===== config.mk =====
export PLATFORM = sky130hd
export DESIGN_NAME = image_filter_engine
export DESIGN_NICKNAME = d
export VERILOG_FILES = /design/src/rtl/image_filter_engine.sv
export SDC_FILE = /design/constraint.sdc
export NUM_CORES = 2
export LEC_CHECK = 0
export ABC_AREA = 1
export CORE_MARGIN = 5
export CORE_UTILIZATION = 34
export DETAILED_ROUTE_END_ITERATION = 10
export GPL_TIMING_DRIVEN = 0
export SLEW_MARGIN = 20
export SYNTH_ARGS = -nofsm -noshare
export SYNTH_HDL_FRONTEND = slang
export SYNTH_SLANG_ARGS = --single-unit

===== constraint.sdc =====
create_clock -name clk -period 8.2 [get_ports clk]
set_input_delay 0.82 -clock clk [delete_from_list [all_inputs] [get_ports clk]]
set_output_delay 0.82 -clock clk [all_outputs]
set_load 0.05 [all_outputs]

===== src/rtl/image_filter_engine.sv =====
// Avalon-MM KxK grayscale image filter: pixel window -> luma -> kernel MAC -> clamped result.
// Define IMAGE_FILTER_THRESHOLD_EN to add the THRESH register (0x3F) and binarise the result.
//   state | meaning
//   IDLE  | collecting pixel writes, bus fully open
//   GRAY  | convert every stored pixel to luma, latch mode
//   ACCUM | add one signed kernel term per cycle, index 0 upward
//   FINAL | scale, clamp, publish result, set done
module image_filter_engine #(
   parameter int BIT_PER_PIXEL = 8,
   parameter int KERNEL_DIM    = 3,
   parameter int ADDR_WIDTH    = 6
) (
   input  logic                  clk,
   input  logic                  reset_n,
   input  logic [ADDR_WIDTH-1:0] address,
   input  logic                  read,
   output logic [31:0]           readdata,
   input  logic                  write,
   input  logic [31:0]           writedata,
   output logic                  waitrequest,
   output logic                  irq
);
   localparam int NUM_PIXELS = KERNEL_DIM * KERNEL_DIM;
   localparam int CENTRE     = NUM_PIXELS / 2;
   localparam int ACC_W      = BIT_PER_PIXEL + 12;
   localparam int PROD_W     = ACC_W + 18;
   localparam int IDX_W      = $clog2(NUM_PIXELS);
   localparam int GW         = BIT_PER_PIXEL + 8;
   localparam int RECIP      = (65536 + NUM_PIXELS - 1) / NUM_PIXELS;
   localparam logic signed [ACC_W-1:0]  EDGE_GAIN = ACC_W'(NUM_PIXELS - 1);
   localparam logic signed [PROD_W-1:0] RECIP_W   = PROD_W'(RECIP);
   localparam logic signed [PROD_W-1:0] MAX_W     = PROD_W'((1 << BIT_PER_PIXEL) - 1);
   localparam logic [ADDR_WIDTH-1:0] A_CTRL = ADDR_WIDTH'(6'h3C);
   localparam logic [ADDR_WIDTH-1:0] A_STAT = ADDR_WIDTH'(6'h3D);
   localparam logic [ADDR_WIDTH-1:0] A_RES  = ADDR_WIDTH'(6'h3E);
   localparam logic [ADDR_WIDTH-1:0] A_THR  = ADDR_WIDTH'(6'h3F);

   typedef enum logic [1:0] {IDLE, GRAY, ACCUM, FINAL} state_t;

   state_t                   state;
   logic [NUM_PIXELS-1:0]    mask, pix_bit;
   logic [1:0]               mode, mode_lat;
   logic [BIT_PER_PIXEL-1:0] pix_r [NUM_PIXELS];
   logic [BIT_PER_PIXEL-1:0] pix_g [NUM_PIXELS];
   logic [BIT_PER_PIXEL-1:0] pix_b [NUM_PIXELS];
   logic [BIT_PER_PIXEL-1:0] y     [NUM_PIXELS];
   logic [IDX_W-1:0]         idx, pix_idx;
   logic signed [ACC_W-1:0]  acc, term, y_ext;
   logic signed [PROD_W-1:0] acc_ext, y_c, mean, value;
   logic [BIT_PER_PIXEL-1:0] clamped, final_out, result;
   logic                     done, busy, pix_sel;
   logic [7:0]               pop;
   logic                     unused_bits;
`ifdef IMAGE_FILTER_THRESHOLD_EN
   logic [BIT_PER_PIXEL-1:0] thresh;
`endif

   assign busy        = (state != IDLE);
   assign irq         = done;
   assign waitrequest = busy && (write || (read && address == A_RES));
   assign pix_sel     = address < ADDR_WIDTH'(NUM_PIXELS);
   assign pix_idx     = IDX_W'(address);
   assign pix_bit     = NUM_PIXELS'(1) << pix_idx;
   assign unused_bits = ^writedata;

   function automatic logic [BIT_PER_PIXEL-1:0] gray(input logic [BIT_PER_PIXEL-1:0] r,
                                                     input logic [BIT_PER_PIXEL-1:0] g,
                                                     input logic [BIT_PER_PIXEL-1:0] b);
      logic [GW-1:0] sum;
      sum = GW'(77) * GW'(r) + GW'(150) * GW'(g) + GW'(29) * GW'(b);
      return sum[GW-1:8];
   endfunction

   // Blur and sharpen accumulate the plain luma sum; scaling happens in FINAL.
   always_comb begin
      y_ext = ACC_W'(y[idx]);
      term  = y_ext;
      case (mode_lat)
         2'd0:    term = (idx == IDX_W'(CENTRE)) ? y_ext : '0;
         2'd1:    term = (idx == IDX_W'(CENTRE)) ? EDGE_GAIN * y_ext : -y_ext;
         default: term = y_ext;
      endcase
   end

   always_comb begin
      acc_ext = PROD_W'(acc);
      y_c     = PROD_W'(y[CENTRE]);
      mean    = (acc_ext * RECIP_W) >>> 16;
      case (mode_lat)
         2'd2:    value = mean;
         2'd3:    value = (y_c <<< 1) - mean;
         default: value = acc_ext;
      endcase
      if (value < 0)          clamped = '0;
      else if (value > MAX_W) clamped = '1;
      else                    clamped = value[BIT_PER_PIXEL-1:0];
`ifdef IMAGE_FILTER_THRESHOLD_EN
      final_out = (clamped >= thresh) ? '1 : '0;
`else
      final_out = clamped;
`endif
   end

   always_comb begin
      pop = '0;
      for (int i = 0; i < NUM_PIXELS; i++) pop = pop + 8'(mask[i]);
   end

   always_comb begin
      readdata = '0;
      case (address)
         A_CTRL: readdata[1:0] = mode;
         A_STAT: begin
            readdata[0]    = busy;
            readdata[1]    = done;
            readdata[15:8] = pop;
         end
         A_RES:  readdata[BIT_PER_PIXEL-1:0] = result;
`ifdef IMAGE_FILTER_THRESHOLD_EN
         A_THR:  readdata[BIT_PER_PIXEL-1:0] = thresh;
`endif
         default: readdata = '0;
      endcase
   end

   always_ff @(posedge clk or negedge reset_n) begin
      if (!reset_n) begin
         state    <= IDLE;
         mask     <= '0;
         mode     <= '0;
         mode_lat <= '0;
         result   <= '0;
         done     <= 1'b0;
         idx      <= '0;
         acc      <= '0;
         for (int i = 0; i < NUM_PIXELS; i++) begin
            pix_r[i] <= '0;
            pix_g[i] <= '0;
            pix_b[i] <= '0;
            y[i]     <= '0;
         end
`ifdef IMAGE_FILTER_THRESHOLD_EN
         thresh   <= BIT_PER_PIXEL'(128);
`endif
      end else begin
         case (state)
            IDLE: begin
               if (read && address == A_RES) done <= 1'b0;
               if (write && pix_sel) begin
                  pix_r[pix_idx] <= writedata[BIT_PER_PIXEL-1:0];
                  pix_g[pix_idx] <= writedata[8 +: BIT_PER_PIXEL];
                  pix_b[pix_idx] <= writedata[16 +: BIT_PER_PIXEL];
                  done           <= 1'b0;
                  if ((mask | pix_bit) == '1) begin
                     mask  <= '0;
                     state <= GRAY;
                  end else begin
                     mask <= mask | pix_bit;
                  end
               end
               if (write && address == A_CTRL) begin
                  if (writedata[31]) mask <= '0;
                  else               mode <= writedata[1:0];
               end
`ifdef IMAGE_FILTER_THRESHOLD_EN
               if (write && address == A_THR) thresh <= writedata[BIT_PER_PIXEL-1:0];
`endif
            end
            GRAY: begin
               for (int i = 0; i < NUM_PIXELS; i++) y[i] <= gray(pix_r[i], pix_g[i], pix_b[i]);
               mode_lat <= mode;
               acc      <= '0;
               idx      <= '0;
               state    <= ACCUM;
            end
            ACCUM: begin
               acc <= acc + term;
               if (idx == IDX_W'(NUM_PIXELS - 1)) state <= FINAL;
               else                               idx   <= idx + 1'b1;
            end
            FINAL: begin
               result <= final_out;
               done   <= 1'b1;
               state  <= IDLE;
            end
            default: state <= IDLE;
         endcase
      end
   end
endmodule


==> metrics.md <==
| Metric | Value |
|---|---|
| Status | `complete, no violations` |
| Reg clk slew, reported paths | `~60 ps` |
| Crit-path slowest cell | `fa_1` |
| Int Pwr | `about 5.3 mW` |
| Row count | `139` |
| Placed cells | `a little under 8000` |
| Sequential power share | `21.1%` |
| ANT nets after route | `0` |
| Switching Fraction | `between 40% and 50%` |
| Synth cell count leaders | `1502 x inv_1, 901 x ha_1, 886 x nand2_1, 584 x fa_1, 414 x o21ai_0` |
| Layout fillers | `between 10000 and 15000` |
| Gr ovfl total | `0` |
| Worst hold path type | `input port to asynchronous set/reset pin` |
| CTS max path bufs | `3` |
| Inserted Clock Buffers | `42` |
| Synth Instances | `around 5800` |
| First-pass GRT wire length | `about 200000 um` |
| Number of I/O pins | `76` |
| First-pass iteration count of the detailed router | `5` |
| Number of port buffers | `48` |
| Reg-to-Reg Start | `pix_g[59]$_DFFE_PN0P_` |
| H-tree depth | `2` |
| Post-synth top area share | `between 20% and 30%` |
| Post-DP Area | `0.0521 mm^2` |
| Cell variety after synth | `54` |
| Detailed-route via count | `about 37000` |
| Design area | `about 0.054 mm^2` |
| Vias in the first global route | `between 30000 and 40000` |
| Sink Count | `about 340` |
| Seq/Total Area, Yosys | `approximately 17%` |
| Ys Warns | `0` |
| Max Clock Freq | `roughly 0.14 GHz` |
| Avg Inst Size Synth | `about 8.5 um^2` |
| RSZ-0062 raised after global routing | `no` |
| HPWL after detailed placement | `between 100000 and 150000 um` |
| Clk Latency, worst-skew pair | `~610 ps` |
| Logic gate share of total power | `between 50 and 60%` |
| Clock skew | `roughly 36 ps` |
| Power Total | `around 9.8 mW` |
| Die area | `between 0.15 and 0.2 mm^2` |
| Ys flop type | `dfrtp_1` |
| Worst hold margin | `approximately 210 ps` |
| CP Capture Type | `flop` |
| Worst path max stage delay | `~510 ps` |
| Non-Filler Instances | `7808` |
| NetSw | `between 4 and 5 mW` |
| Post-cts resize count | `0` |
| Area grow syn2layout | `9.23%` |
| Final worst-path cycle share | `between 80% and 90%` |
| #FFs+latches synth | `approximately 340` |
| Setup crit start | `pix_g[59]$_DFFE_PN0P_` |
| Reg2reg end | `y[62]$_DFFE_PN0P_` |
| Die Height | `around 400 um` |
| CTS tree | `done` |
| Overall routing resource usage | `approximately 16%` |
| Yosys top cell by area | `fa_1` |
| Post-route worst setup slack | `around 1200 ps` |
| Tmin final | `about 7000 ps` |
| Wire per inst | `~16 um` |
| Final setup violating endpoints | `0` |
| Routed Wire Length | `124000 um` |
| Post-CTS setup buffers | `0` |
| Largest net degree at the start of global routing | `100` |
| Setup TNS Final | `0 ps` |
| Initial antenna violation count | `16` |
| Reg2reg setup slack | `1210 ps` |
| Clock power frac | `between 20% and 30%` |
| Total of max-cap violations | `0` |
| RePlAce Congestion | `~0.9` |
| Slew @ Worst Pin | `1180 ps` |
| Place WS | `approximately 1200 ps` |
| Core Region | `0.143 mm^2` |
| Share of layout cells above drive strength 1 | `under 10%` |
| Critical Path Start Type | `flop` |
| Post-layout util | `a little under two fifths` |
| Leak | `approximately 30 nW` |
| PD cells | `roughly 180 mW/mm^2` |
| Vias per cell | `4.72` |
| Worst path arrival time | `roughly 7500 ps` |
| Largest cells by area after synthesis | `fa_1 24%, ha_1 23%, dfrtp_1 17%, inv_1 11%, nand2_1 6.8%` |
| Rel. slew slack | `21.3%` |
| Final Hold Violating Endpoints | `0` |
| Initial Utilization | `between 30 and 40%` |
| WP data required | `8660 ps` |
| Asr flop ratio synth | `between 90% and 100%` |
| Post-layout nets | `7393` |
| Most frequent cell after synthesis | `inv_1` |
| DRC | `0` |
| Maximum vdd drop | `roughly 140 uV` |
| Post-synth EDFFs | `0` |
| Final Slew Violations | `0` |
| Crit Path Max Fanout | `5` |
| CTS Hold Bufs | `0` |
| Mapped Area | `~0.049 mm^2` |
| Iter 0 DRT Violations | `around 2100` |
| Crit path kind | `flop to flop` |
| Clk root buf | `clkbuf_16` |
| Worst Reg-to-Reg Cells | `30` |
| Die X | `between 300 and 400 um` |
## per-layer routing
metal | GRT usage, % | share of wire, %
met1 | 22.0 | 45
met2 | 26.7 | 45
met3 | 3.26 | 6.3
met4 | 5.19 | 3.3
met5 | 0 | 0.010
## cell type report
type                            count  area (um^2)  share of cell area (%)
Timing Repair Buffer               51          568                    1.06
Antenna cell                        9         22.5                  0.0421
Multi-Input combinational cell   3829        34600                    64.5
Inverter                         1505         5650                    10.5
Clock buffer                       51         1130                    2.12
Sequential cell                   336         8410                    15.7
Buffer                            101          489                   0.913
Clock inverter                     23          348                   0.649
Tap cell                         1903         2380                    4.45
## critical path, delay by kind of cell (launching register included)
kind	cells	cell delay, ps
xor+xnor	1	210
simple gates	7	880
buf+inv	4	240
flops	1	460
compound gates	8	1190
fa+ha+maj	10	3880
## cells by family after synthesis
logic type / Yosys count / share of synthesized area, %
buf+inv: 1606 / 12.5
fa+ha+maj: 1485 / 46.8
simple gates: 1346 / 11.5
compound gates: 819 / 9.18
flops: 336 / 17.1
xor+xnor: 158 / 2.82
other cells: 1 / 0.00765
mux: 1 / 0.0204
## cell usage in the layout (no fill, tap or decap), drive strengths merged, types with 41 or more instances in the layout
cell and instances:
fa 584, dfrtp 336, o21ai 415, nand3 157, inv 1504, a21oi 238, o21bai 41, nor2 188
ha 901, xnor2 80, nand2 898, clkbuf 110, clkdlybuf4s50 47, xor2 78, buf 46
## worst max-delay path by stage
stage / to / depth (start not counted)
after global placement: pix_b[58]$_DFFE_PN0P_ / 1
after CTS: y[62]$_DFFE_PN0P_ / 30
after detailed placement: y[62]$_DFFE_PN0P_ / 30
after global routing: result[0]$_DFFE_PN0P_ / 34
final: y[62]$_DFFE_PN0P_ / 30
after floorplan: y[39]$_DFFE_PN0P_ / 34
## flip-flops by register name, summed over array words and instances (netlist names), 4 cells and up
| register | count |
|---|---|
| acc | 20 |
| pix_b | 72 |
| pix_r | 72 |
| result | 8 |
| idx | 4 |
| pix_g | 72 |
| y | 72 |
| mask | 9 |
## power by group through the flow
stage	clock (mW)	combinational (mW)	sequential [mW]
floorplan	0	4.31	1.99
global placement	0	5.57	2.09
detailed placement	0	5.72	2.09
CTS	2.07	5.79	2.07
global route	2.13	6.72	2.09
finish	2.02	5.70	2.06
Note: power is estimated with default switching activity, not from simulation.
